**src/rtl/cdim_fetch_pkg.sv**
```systemverilog
// Shared types and helpers for the instruction fetch queue.
// Fetch packets are left-justified to MAX_FETCH lanes, so lane 0 always sits in the top word.
package cdim_fetch_pkg;
    localparam int INST_W    = 32;
    localparam int MAX_FETCH = 8;

    typedef struct packed {
        logic [31:0] pc;
        logic [31:0] inst;
    } fq_entry_t;

    // rdata must be left-justified: lane k lives at the k-th word from the MSB end.
    function automatic logic [INST_W-1:0] lane_sel(input logic [MAX_FETCH*INST_W-1:0] rdata,
                                                   input int k);
        return rdata[(MAX_FETCH-k)*INST_W-1 -: INST_W];
    endfunction
endpackage

```
**src/rtl/fetch_aligner.sv**
```systemverilog
// Drops the packet lanes below the fetch PC's in-packet offset and compacts
// the remaining lanes, each tagged with its PC, down to index 0.
module fetch_aligner
    import cdim_fetch_pkg::*;
#(
    parameter int FETCH_N = 2
) (
    input  logic [31:0]                    fetch_pc,
    input  logic [FETCH_N*INST_W-1:0]      fetch_rdata,
    output logic [$clog2(FETCH_N):0]       push_n,
    output fq_entry_t [FETCH_N-1:0]        entries
);
    localparam int OFF_W = $clog2(FETCH_N);
    localparam int LJ_W  = MAX_FETCH*INST_W;

    logic [OFF_W-1:0] off;
    logic [LJ_W-1:0]  rdata_lj;

    assign off      = fetch_pc[OFF_W+1:2];
    assign rdata_lj = LJ_W'(fetch_rdata) << ((MAX_FETCH-FETCH_N)*INST_W);
    assign push_n   = (OFF_W+1)'(FETCH_N) - {1'b0, off};

    always_comb begin
        for (int j = 0; j < FETCH_N; j++) begin
            entries[j] = '0;
            if (j < int'(push_n)) begin
                entries[j].inst = lane_sel(rdata_lj, int'(off) + j);
                entries[j].pc   = fetch_pc + 32'(4*j);
            end
        end
    end
endmodule

```
**src/rtl/inst_fetch_queue.sv**
```systemverilog
// Circular instruction queue between the I-SRAM response and decode: takes aligned
// fetch packets, presents up to ISSUE_N oldest entries combinationally from the head.
module inst_fetch_queue
    import cdim_fetch_pkg::*;
#(
    parameter int FETCH_N = 2,
    parameter int DEPTH   = 16,
    parameter int ISSUE_N = 2
) (
    input  logic                        clk,
    input  logic                        rst,
    input  logic                        flush,
    input  logic                        fetch_valid,
    input  logic [31:0]                 fetch_pc,
    input  logic [FETCH_N*INST_W-1:0]   fetch_rdata,
    output logic                        fetch_ready,
    input  logic [$clog2(ISSUE_N):0]    deq_num,
    output logic [ISSUE_N-1:0]          out_valid,
    output logic [ISSUE_N*INST_W-1:0]   out_inst,
    output logic [ISSUE_N*INST_W-1:0]   out_pc,
    output logic [$clog2(DEPTH):0]      count
);
    localparam int PTR_W = $clog2(DEPTH);
    localparam int CNT_W = PTR_W + 1;
    localparam int PN_W  = $clog2(FETCH_N) + 1;

    logic [PTR_W-1:0]      head, tail;
    fq_entry_t             mem [DEPTH];
    logic [PN_W-1:0]       push_n;
    fq_entry_t [FETCH_N-1:0] entries;
    logic                  push;
    logic [CNT_W-1:0]      push_cnt, pop_cnt;

    fetch_aligner #(.FETCH_N(FETCH_N)) u_align (
        .fetch_pc    (fetch_pc),
        .fetch_rdata (fetch_rdata),
        .push_n      (push_n),
        .entries     (entries)
    );

    // Ready looks only at registered occupancy, keeping decode off the fetch timing path.
    assign fetch_ready = (CNT_W'(DEPTH) - count) >= CNT_W'(FETCH_N);
    assign push        = fetch_valid & fetch_ready & ~flush;
    assign push_cnt    = push ? CNT_W'(push_n) : '0;

    always_comb begin
        int lim;
        lim = ISSUE_N;
        if (int'(deq_num) < lim) lim = int'(deq_num);
        if (int'(count) < lim)   lim = int'(count);
        pop_cnt = CNT_W'(lim);
    end

    always_ff @(posedge clk or posedge rst) begin
        if (rst) begin
            head  <= '0;
            tail  <= '0;
            count <= '0;
        end else if (flush) begin
            head  <= '0;
            tail  <= '0;
            count <= '0;
        end else begin
            head  <= head + PTR_W'(pop_cnt);
            tail  <= tail + PTR_W'(push_cnt);
            count <= count + push_cnt - pop_cnt;
        end
    end

    // Storage is not reset; occupancy alone decides which entries are meaningful.
    always_ff @(posedge clk) begin
        if (push) begin
            for (int j = 0; j < FETCH_N; j++) begin
                if (j < int'(push_n)) mem[tail + PTR_W'(j)] <= entries[j];
            end
        end
    end

    always_comb begin
        fq_entry_t slot;
        out_valid = '0;
        out_inst  = '0;
        out_pc    = '0;
        for (int i = 0; i < ISSUE_N; i++) begin
            slot = mem[head + PTR_W'(i)];
            if (i < int'(count)) begin
                out_valid[i]                 = 1'b1;
                out_inst[i*INST_W +: INST_W] = slot.inst;
                out_pc[i*INST_W +: INST_W]   = slot.pc;
            end
        end
    end
endmodule

```
**config.mk**
```make
export PLATFORM = sky130hd
export DESIGN_NAME = inst_fetch_queue
export DESIGN_NICKNAME = d
export VERILOG_FILES = /design/src/rtl/cdim_fetch_pkg.sv /design/src/rtl/fetch_aligner.sv /design/src/rtl/inst_fetch_queue.sv
export SDC_FILE = /design/constraint.sdc
export NUM_CORES = 2
export LEC_CHECK = 0
export CAP_MARGIN = 10
export CORE_MARGIN = 1.5
export CORE_UTILIZATION = 60
export DETAILED_ROUTE_END_ITERATION = 6
export GPL_TIMING_DRIVEN = 0
export PLACE_DENSITY = 0.83
export SLEW_MARGIN = 20
export SYNTH_ARGS = -nofsm -noshare
export SYNTH_HDL_FRONTEND = slang
export SYNTH_SLANG_ARGS = --single-unit
```
**constraint.sdc**
```tcl
create_clock -name clk -period 21.1 [get_ports clk]
set_input_delay 4.22 -clock clk [delete_from_list [all_inputs] [get_ports clk]]
set_output_delay 4.22 -clock clk [all_outputs]
set_load 0.005 [all_outputs]
```
# Word level (Yosys, flattened, before mapping)
# Memory sizes are Yosys's and may differ from the RTL's.
# Index checks and enable logic that the tools add are counted.
# W data, S select, Z words.
totals:
  regBits: 13
  ram_bits: 1024
  in_bits: 102
  output_inout_bits: 136
  word_cells: 50
  mem_count: 1
classes:
  n_addsub: 14
  n_lt_le_gt_ge: 7
  shifts: 2
  mux: 20
  bitwise: 3
mem_list:
  columns: ["memory", "words", "word_bits", "rd", "rd_ports_with_merged_regs", "write_ports", "line_no", "source"]
  rows:
  - ["mem", 16, 64, 2, 0, 2, "inst_fetch_queue.sv:28", "fq_entry_t mem [DEPTH];"]
op_table:
  columns: ["cell", "count"]
  rows:
  - ["$shiftx A287 B32 Y32", 2]
  - ["$mux W32", 4]
  - ["$mux W64", 2]
  - ["$sub A32 B2 Y32 const B", 2]
  - ["$add A32 B3 Y32 const B", 1]
  - ["$lt A6 B32 Y1", 1]
  - ["$sub A5 B27 Y27 const A", 1]
  - ["$lt A1 B5 Y1 const A", 2]
  - ["$mux W5", 2]
  - ["$add A4 B1 Y4 const B", 2]
  - ["$mux W1", 8]
  - ["$mux W4", 2]
  - ["$add A5 B2 Y5", 1]
  - ["$ge A5 B2 Y1 const B", 1]
  - ["$sub A4 B1 Y5 const A", 1]
  - ["$sub A5 B5 Y5", 1]
  - ["$sub A5 B5 Y5 const A", 1]
  - ["$add A4 B2 Y4", 1]
  - ["$add A4 B4 Y4", 1]
  - ["$lt A1 B2 Y1 const A", 2]
  - ["$mux W2", 2]
  - ["$add A1 B1 Y2 const B", 1]
  - ["$and A1 B1 Y1", 2]
  - ["$lt A2 B2 Y1 const B", 1]
  - ["2 further kinds", 2]

# Longest topological paths before layout
logic_depth:
  ltp_word: 8
  ltp_mapped: 15

# Hierarchy
# From an unflattened synthesis, not the netlist that was laid out.
hier_totals:
  hier_cells: 3668
  area_unflattened_um2: 62297.2
modules_own_cells:
  columns: ["module", "n_inst", "cells_each", "area_each_um2"]
  rows:
  - ["inst_fetch_queue", 1, 3527, 61052.3]
  - ["fetch_aligner", 1, 141, 1244.9]

# Least setup slack after synthesis
# OpenSTA, ideal clock, no wires.
synth_path:
  kind: "input-to-reg"
  startpoint: "input port fetch_pc[2]"
  endpoint: "memory mem[2][0] (netlist name), enable pin"
  setup_ns: 0.644
  arrival_time_ns: 11.275
  required_ns: 20.456
  slack_ns: 9.181
  stages: 6
  n_path_buf: 3
  cell_sequence: "clkbuf_1 buf_2 inv_1 buf_2 a21boi_0 nor4_1"
synth_rtl:
  columns: ["element", "line_no", "source"]
  rows:
  - ["start, declared", "inst_fetch_queue.sv:14", "input logic [31:0] fetch_pc,"]
  - ["end, declared", "inst_fetch_queue.sv:28", null]

# Worst setup path in the final report
layout_path:
  startpoint: "register head[1]"
  endpoint: "output port out_pc[32]"
layout_between:
  elab_chain_len: 3
layout_lines:
  columns: ["element", "line_no", "source"]
  rows:
  - ["start, declared", "inst_fetch_queue.sv:27", "logic [PTR_W-1:0] head, tail;"]
  - ["start signal, assigned", "inst_fetch_queue.sv:64", "head <= head + PTR_W'(pop_cnt);"]
  - ["$add A4 B1 Y4", "inst_fetch_queue.sv:85", "slot = mem[head + PTR_W'(i)];"]
  - ["$mem_v2 Z16 W64", null, null]
  - ["$mux W32", "inst_fetch_queue.sv:86", "if (i < int'(count)) begin"]
  - ["end, declared", "inst_fetch_queue.sv:20", "output logic [ISSUE_N*INST_W-1:0] out_pc,"]
# Every way passes these cells.

==> qor.yml <==
holdPathStages: 2
dieHeight_um: 308
fin_skew_ns: 0.0373
violations: "design-rule violations"
cap_violations: 0
powerDensity_nw_per_um2: 139
areaGrowthSynthToFinish_pct: 14.8
regArea_um2: 31100
cts_root_buf: "clkbuf_16"
maxClockFrequency_ghz: 0.109
grt_pass1_vias: 40387
yosys_most_used_dff: "edfxtp_1"
power_w: 0.00893
vias_per_cell: 7.55
synth_area_um2: 55800
drt_first_pass_iters: 7
cts_tree: "yes"
tightestPinTransition_ns: 1.28
status: "complete, but fails checks"
synth_top_area_share_pct: 55.1
final_nets: 4132
arrival_ns: 4.92
globalplace.congestion: 0.942
drt_first_iter_violations: 7636
path_max_fanout: 10
grt_use_total_pct: 41.0
rsz0062_at_grt: "no"
grt_start_max_net_pins: 19
min_from: "head[0]$_DFF_PP0_"
netlist_instances: 3579
drive_gt1_share_pct: 25.5
yosys.area.top_type: "edfxtp_1"
hold_viol_final: 0
synth_fp_nets: 3701
yosys-top-cells-count: "edfxtp_1 (1024), clkbuf_1 (679), a22o_1 (512), mux4_2 (512), mux2i_1 (257)"
hold_buffers: 0
drv_slew: 0
holdCritPathClass: "reg -> reg"
fill_cells: 5667
antenna_found_initial: 14
die_w_um: 308
setup_viol_count_final: 0
reg2reg_to: "count[4]$_DFF_PP0_"
leakage_nw: 21.0
placed_area_um2: 60700
rows: 111
fin_crit_ns: 9.14
io_pins: 238
cts_buffer_depth: 3
initial_utilization_pct: 60.7
cp-start-kind: "register"
finalNonFillerCells: 5355
post-place-cells: 5149
end_kind: "primary output"
grt_pass1_wl_um: 275000
cts_resized: 0
synth_seq_cells: 1037
timing.final.crit_share_pct: 43.3
cts_htree_levels: 3
worstSkewPairLatency_ns: 0.72
cp.required_ns: 16.88
r2r_start: "count[0]$_DFF_PP0_"
vdd_drop_max_v: 0.000117
ys_types: 44
whs_endpoint: "head[0]$_DFF_PP0_"
stdcell_area_um2: 64000
ys_async_sr_fraction_pct: 1.25
syn_area_per_cell_um2: 15.6
path_class: "reg -> out"
core_um2: 91900
drt-total-wl_um: 194000
r2r_cells: 15
dieArea_um2: 94800
fin_setup_tns_ns: 0
synth_warnings: 0
dp_hpwl_um: 132000
synth-edff-count: 1024
slew_headroom_pct: 14.7
num_vias: 40455
yosysSeqAreaShare_pct: 55.7
cts_buffers: 102
post-cts-setup-buffers: 0
rrSetupSlack_ns: 16.34
cts_sinks: 1037
numPortBuffers: 173
ys_top_cells_by_area: "edfxtp_1 (55%), mux4_2 (21%), a22o_1 (8.0%), mux2i_1 (4.6%), clkbuf_1 (4.6%)"
multiInputGateArea_um2: 20900
post_drt_wl_per_cell_um: 36.2
ant_nets: 0
remaining_drc_errors: 17
grt_overflow: 0
path_clk_slew_ns: 0.07
yosys.cell_count.top_type: "edfxtp_1"
-- logic make-up after synthesis --
family	share of synthesized area, %
AOI/OAI and AO/OA	10.2
adders and majority gates	0.503
xor gates and xnor gates	0.157
buffers and inverters	6.93
muxes	25.3
other	0.00672
DFF	55.7
and+or+nand+nor	1.19
-- area by class of cell --
cell class                      count  area share (%)
Buffer                            933            5.95
Multi-Input combinational cell   1593            32.7
Clock inverter                     74           0.983
Tap cell                         1243            2.43
Clock buffer                      117            4.17
Antenna cell                       15          0.0586
Timing Repair Buffer              327            5.08
Inverter                           16          0.0938
Sequential cell                  1037            48.5
-- metrics by stage --
step,hold WS (ns),utilization [%],setup slack (ns)
6_report,0.708,69.6,11.96
5_1_grt,0.710,69.6,11.94
4_1_cts,0.705,69.6,12.25
3_5_place_dp,0.698,66.0,12.86
3_3_place_gp,0.643,64.2,0.197
2_1_floorplan,0.609,-,9.18
-- how the worst max path moves through the flow --
stage	start	to	slack [ns]	depth (start not counted)
after floorplan	fetch_pc[2]	mem[2][0]$_DFFE_PP_	9.18	6
after global placement	fetch_valid	mem[1][11]$_DFFE_PP_	0.20	4
after detailed placement	fetch_pc[2]	mem[2][13]$_DFFE_PP_	12.86	11
after CTS	head[1]$_DFF_PP0_	out_pc[32]	12.25	8
after global routing	head[1]$_DFF_PP0_	out_pc[32]	11.94	8
final	head[1]$_DFF_PP0_	out_pc[32]	11.96	8
-- layout by cell type, fill, tap and decap left out, types with 3 or more instances in the layout --
master	instances
edfxtp_1	1024
clkbuf_1	689
a22o_1	512
mux4_2	512
mux2i_1	257
buf_2	184
clkdlybuf4s50_1	173
o22ai_1	128
clkbuf_16	105
buf_4	91
buf_1	76
nor2b_1	41
buf_6	35
clkinv_1	30
clkinv_2	24
nor2_1	19
ha_1	16
diode_2	15
inv_1	15
nand2_1	13
dfrtp_1	13
buf_16	11
o211ai_4	10
nand2_2	10
bufinv_16	10
buf_12	9
nor3_2	7
xor2_1	6
nand2b_1	6
a21oi_1	6
nand3_1	5
a21o_1	5
nor2_4	5
clkinvlp_4	5
nor4_2	4
o211ai_2	4
xnor2_1	4
clkbuf_2	4
fa_1	4
and2_1	3
-- worst max-delay path: stages, from the launching register on --
cell	delay [ns]
dfrtp_1	0.43
ha_1	0.31
clkbuf_1	0.18
clkbuf_1	0.94
buf_2	0.68
mux4_2	0.61
mux2i_1	0.24
o22ai_1	0.25
clkdlybuf4s50_1	0.56
-- routing by layer --
metal	wire (um)	track usage [%]
met2	86100	61.9
met4	15800	25.6
met3	34400	17.7
met5	175	0.413
met1	57600	48.6
-- where the power goes --
group | total [W] | switching, W | internal [W] | leakage [nW]
Clock | 0.00185 | 0.000826 | 0.00103 | 1.62
Sequential | 0.00235 | 0.0000320 | 0.00232 | 9.43
Combinational | 0.00472 | 0.00256 | 0.00216 | 9.92
Total | 0.00893 | 0.00342 | 0.00551 | 21.0
-- state kept, by name, indices dropped and copies added (netlist names) --
name,count
count,5
tail,4
head,4
mem,1024
Power figures use the tool's default switching activity.
